File: config.mk
export PLATFORM = sky130hd
export DESIGN_NAME = pipe_if_stage
export DESIGN_NICKNAME = d
export VERILOG_FILES = /design/src/rtl/pipe_if_stage_pkg.sv /design/src/rtl/pipe_npc_sel.sv /design/src/rtl/pipe_if_stage.sv
export SDC_FILE = /design/constraint.sdc
export NUM_CORES = 1
export LEC_CHECK = 0
export CORE_ASPECT_RATIO = 1.1
export CORE_UTILIZATION = 35
export DETAILED_ROUTE_END_ITERATION = 16
export HOLD_SLACK_MARGIN = 0.15
export PLACE_DENSITY = 0.65
export SYNTH_ARGS = -nofsm -noshare
export SYNTH_HDL_FRONTEND = slang
export SYNTH_SLANG_ARGS = --single-unit
File: constraint.sdc
create_clock -name clock -period 6.7 [get_ports clock]
set_clock_uncertainty 0.05 [all_clocks]
set_input_delay 1.34 -clock clock [delete_from_list [all_inputs] [get_ports clock]]
set_output_delay 1.34 -clock clock [all_outputs]
set_load 0.01 [all_outputs]
File: src/rtl/pipe_if_stage_pkg.sv
// Shared definitions for the instruction-fetch stage: pc-source encodings,
// fixed addresses, and the fetch FSM state type.
package pipe_if_stage_pkg;

  localparam int unsigned XLEN = 32;

  localparam logic [1:0] PCS_SEQ = 2'b00;
  localparam logic [1:0] PCS_BR  = 2'b01;
  localparam logic [1:0] PCS_REG = 2'b10;
  localparam logic [1:0] PCS_JMP = 2'b11;

  localparam logic [XLEN-1:0] INTR_VEC = 32'h0000_0008;
  localparam logic [XLEN-1:0] NOP      = 32'h0000_0000;

  typedef enum logic {
    S_FETCH = 1'b0,
    S_HELD  = 1'b1
  } if_state_e;

  // Sequential successor address; wraps modulo 2^32.
  function automatic logic [XLEN-1:0] pc_plus4(input logic [XLEN-1:0] p);
    return XLEN'(p + XLEN'(4));
  endfunction

endpackage

File: src/rtl/pipe_npc_sel.sv
// Next-PC selection: pcsource mux followed by the eret and interrupt
// overrides. Purely combinational.
module pipe_npc_sel
  import pipe_if_stage_pkg::*;
(
  input  logic [XLEN-1:0] pc,
  input  logic [1:0]      pcsource,
  input  logic [XLEN-1:0] bpc,
  input  logic [XLEN-1:0] rpc,
  input  logic [XLEN-1:0] jpc,
  input  logic [XLEN-1:0] epc,
  input  logic            eret,
  input  logic            intr,
  input  logic            ie,
  input  logic            id_isbr,
  output logic [XLEN-1:0] npc,
  output logic [XLEN-1:0] pc_next,
  output logic            take_intr
);

  always_comb begin
    npc       = pc_plus4(pc);
    pc_next   = npc;
    take_intr = 1'b0;

    case (pcsource)
      PCS_SEQ: npc = pc_plus4(pc);
      PCS_BR:  npc = bpc;
      PCS_REG: npc = rpc;
      PCS_JMP: npc = jpc;
      default: npc = pc_plus4(pc);
    endcase

    // A delay slot or an eret in ID defers the interrupt.
    take_intr = intr & ie & ~id_isbr & ~eret;

    if (eret) begin
      pc_next = epc;
    end else if (take_intr) begin
      pc_next = INTR_VEC;
    end else begin
      pc_next = npc;
    end
  end

endmodule

File: src/rtl/pipe_if_stage.sv
// Instruction-fetch stage with a one-word hold buffer for ID stalls,
// delayed-branch next-PC, and a single-level interrupt / eret mechanism.
module pipe_if_stage
  import pipe_if_stage_pkg::*;
(
  input  logic            clock,
  input  logic            resetn,
  input  logic [1:0]      pcsource,
  input  logic [XLEN-1:0] bpc,
  input  logic [XLEN-1:0] rpc,
  input  logic [XLEN-1:0] jpc,
  input  logic            id_isbr,
  input  logic            eret,
  input  logic            nostall,
  input  logic            intr,
  output logic            imem_req,
  output logic [XLEN-1:0] imem_addr,
  input  logic [XLEN-1:0] imem_rdata,
  input  logic            imem_ready,
  output logic [XLEN-1:0] pc,
  output logic [XLEN-1:0] dins,
  output logic [XLEN-1:0] dpc4,
  output logic            dvalid,
  output logic            if_busy,
  output logic            inta,
  output logic [XLEN-1:0] epc
);

  if_state_e       state;
  logic [XLEN-1:0] hold_word;
  logic            ie;

  logic [XLEN-1:0] npc;
  logic [XLEN-1:0] pc_next;
  logic            take_intr;
  logic            advance;
  logic [XLEN-1:0] fetch_word;

  pipe_npc_sel u_npc_sel (
    .pc        (pc),
    .pcsource  (pcsource),
    .bpc       (bpc),
    .rpc       (rpc),
    .jpc       (jpc),
    .epc       (epc),
    .eret      (eret),
    .intr      (intr),
    .ie        (ie),
    .id_isbr   (id_isbr),
    .npc       (npc),
    .pc_next   (pc_next),
    .take_intr (take_intr)
  );

  // Advance condition and the word that moves into IF/ID.
  always_comb begin
    advance    = 1'b0;
    fetch_word = hold_word;
    case (state)
      S_FETCH: begin
        advance    = imem_ready & nostall;
        fetch_word = imem_rdata;
      end
      S_HELD: begin
        advance    = nostall;
        fetch_word = hold_word;
      end
      default: begin
        advance    = 1'b0;
        fetch_word = hold_word;
      end
    endcase
  end

  assign imem_addr = pc;
  assign imem_req  = resetn & (state == S_FETCH);
  assign if_busy   = resetn & (state == S_FETCH) & ~imem_ready;
  assign inta      = resetn & advance & take_intr;

  always_ff @(posedge clock) begin
    if (!resetn) begin
      state     <= S_FETCH;
      pc        <= '0;
      epc       <= '0;
      dins      <= NOP;
      dpc4      <= '0;
      dvalid    <= 1'b0;
      ie        <= 1'b1;
      hold_word <= '0;
    end else begin
      case (state)
        S_FETCH: begin
          if (imem_ready && !nostall) begin
            hold_word <= imem_rdata;
            state     <= S_HELD;
          end
        end
        S_HELD: begin
          if (nostall) begin
            state <= S_FETCH;
          end
        end
        default: state <= S_FETCH;
      endcase

      if (advance) begin
        dins   <= fetch_word;
        dpc4   <= pc_plus4(pc);
        dvalid <= 1'b1;
        pc     <= pc_next;
        if (eret) begin
          ie <= 1'b1;
        end else if (take_intr) begin
          ie  <= 1'b0;
          epc <= npc;
        end
      end
    end
  end

endmodule

==> flow_summary_export.csv <==
group,metric,value,unit
logic_synthesis,synth_fa_ha_area_share,0.1487,%
place,dp_hpwl,20.64,mm
setup_path,end_kind,"output pin",
logic_synthesis,yosys.area.top_type,"dfxtp_1",
sta,slew_viol_final,0,
route,vias_per_cell,5.472,
route,post_drt_wl_per_cell,19.50,um
cts,cts_root_buf,"clkbuf_16",
logic_synthesis,synthesis.nets,1150,
run_status,status,"finished clean",
cts,cts_buffers,17,
logic_synthesis,synth_top_area_share,38.79,%
sta,min_period,4.816,ns
final_layout,final_cell_mix,"clkdlybuf4s50_1, dfxtp_1, nand2_1, nor2_1, a21oi_1",
cts,numClockSinks,163,
floorplan,ios,301,
logic_synthesis,synth_xor_xnor_area_share,2.291,%
grt,met1_usage,30.30,%
cts,insertion_delay,0.43,ns
cts,clk_path_buf_depth,2,
setup_path,worstPathArrival,3.43,ns
floorplan,die_area,24660,um2
flow_run,max_cap_violations,0,
final_layout,final_nets,1359,
route,firstDrtPassIters,5,
worst_hold_path,hold_path.class,"reg2reg",
final_layout,area_delta_synth_final,41.60,%
logic_synthesis,synth-async-reset-ratio,0,%
floorplan,fp.dieH,164.6,um
logic_synthesis,muxShareOfSynthArea,10.04,%
cts,postCtsHoldBufs,0,
logic_synthesis,yosys_most_used_dff,"dfxtp_1",
setup_path,critPathKind,"in2out",
logic_synthesis,seq_area_frac_synth,38.79,%
setup_path,critPathLaunch,"nostall",
logic_synthesis,synthCells,1012,
cts,cts_tree,"done",
grt,grt_usage,24.21,%
sta,setup_viol,0,
route,drtIter0Drc,468,
logic_synthesis,yosys.area_share.simple,19.96,%
logic_synthesis,netlist_area,8412,um2
route,drc_errors,0,
grt,grt-ovfl-total,0,
logic_synthesis,synth_edf_count,0,
setup_path,rrSetupSlack,3.28,ns
grt,use_met2,40.70,%
grt,busiest_layer,"met2",
sta,fmax,207.6,MHz
worst_hold_path,hold_start,"hold_word[16]$_SDFFE_PN0P_",
route,antenna_left,0,
grt,grt_pass1_wl,45.15,mm
route,wl,30.02,mm
sta,rsz0062_at_grt,"no",
floorplan,die_w,149.8,um
grt,antenna_found_initial,0,
logic_synthesis,synth_warnings,0,
cts,cts_setup_buffers,0,
floorplan,placementRows,59,
logic_synthesis,synth_top_family_by_area,"compound AO/OA/AOI/OAI gates",
cts,cts_resized,0,
final_layout,utilization,50.42,%
logic_synthesis,ys_seq_elements,163,
floorplan,start_util,35.61,%
grt,grt_max_degree,80,
final_layout,final_common_cell,"clkdlybuf4s50_1",
worst_hold_path,hold_path_end,"hold_word[16]$_SDFFE_PN0P_",
logic_synthesis,avgSynthCellArea,8.312,um2
setup_path,r2r_cells,8,
grt,grt_pass1_vias,7826,
place,place.gp.congestion,0.8776,
sta,tightest_slew,1.195,ns
cts,htreeDepth,4,
setup_path,startpoint_type,"input pin",
power,powerDensity,213.5,nW/um2
sta,fin_setup_tns,0,ns
sta,finalHoldViolCount,0,
grt,use_met3,5.442,%
power,p_leak,4.122,nW
setup_path,cp_max_fo,40,
worst_hold_path,hold_depth,2,
sta,fin_crit_sh,71.88,%
final_layout,drive_above_1_share,7.780,%
setup_path,required,5.31,ns
floorplan,core,23620,um2
logic_synthesis,synth_compound_area_share,21.12,%
sta,slew_headroom,19.58,%
route,dr_total_vias,8421,
setup_path,r2r_end,"imem_addr[12]$_SDFFE_PN0P_",
logic_synthesis,synth_area_leaders,"dfxtp_1, a21oi_1, mux2i_1, nand2_1, nor2_1",
setup_path,worstReg2RegStart,"state$_SDFF_PN0_",
cts,clk_pin_slew_worst_paths,0.06,ns
place,port_buffers,300,
power,peakVddDrop,0.0001289,V
final_layout,antennaDiodeCount,0,
logic_synthesis,yosys.cell_types.count,70,
-- sequential cells by signal (all words and copies together), names as in the netlist --
register / cells
dins: 32
dpc4: 32
epc: 32
hold_word: 32
imem_addr: 32
dvalid: 1
ie: 1
state: 1
-- stage by stage --
step / hold slack [ns] / total power [mW] / std cells / worst slack (ns) / area (um2)
after floorplan: 0.3860 / 1.317 / 1012 / 2.955 / 8412
after global placement: 0.3907 / 1.562 / 1507 / 1.934 / 11310
after detailed placement: 0.3965 / 1.567 / 1507 / 1.882 / 11310
after CTS: 0.4059 / 2.564 / 1539 / 1.879 / 11910
after global routing: 0.4232 / 2.650 / 1539 / 1.709 / 11910
final: 0.4042 / 2.543 / 1539 / 1.884 / 11910
-- area by class of cell --
type / instances / area (um2)
timing repair buffer: 315 / 3100
sequential: 163 / 3264
fill: 2325 / 11710
clock buffer: 17 / 425.4
tap: 305 / 381.6
multi-input combinational: 716 / 4534
inverter: 8 / 32.53
clock inverter: 15 / 172.7
-- critical path, cell delays in order --
cell             delay, ns
clkdlybuf4s50_1       0.62
o21a_4                0.46
nand4_1               0.20
nor2_1                0.19
clkdlybuf4s50_1       0.60
-- cells in the mapped netlist (9+ instances only) --
cell type	n
dfxtp_1	163
nand2_1	113
nor2_1	100
a21oi_1	92
clkbuf_1	69
o21ai_0	51
mux2i_1	45
a211oi_1	44
buf_4	32
nand3_1	31
nor3_1	25
and3_1	15
nand4_1	15
buf_2	13
mux4_2	13
xor2_1	13
a31oi_1	11
a221oi_1	10
buf_1	10
or3_1	10
mux2_2	9
xnor2_1	9
-- logic make-up after synthesis --
logic type / after synthesis
simple gates: 349
fa+ha+maj: 1
flops: 163
buf+inv: 133
mux: 67
xor+xnor: 22
compound gates: 277
-- per-layer routing --
metal / part of all wire [%] / up-vias
met1: 42 / 3966
met3: 7.5 / 39
met5: 0 / -
met4: 2.2 / 0
li1: - / 4060
met2: 49 / 356
-- worst max path at each step --
stage,to,slack [ns],cells after the start
final,inta,1.88,5
after global routing,inta,1.71,5
after CTS,inta,1.88,5
after detailed placement,inta,1.88,5
after global placement,inta,1.93,5
after floorplan,if_busy,2.96,5
-- report_power, final --
group          internal (mW)  switching, mW  leakage, nW  total (mW)
registers               1.02         0.0541         1.33        1.08
clock network          0.559          0.439        0.283       0.998
logic                  0.247          0.222         2.50       0.469
No activity file was read; power rests on OpenSTA's default activity.
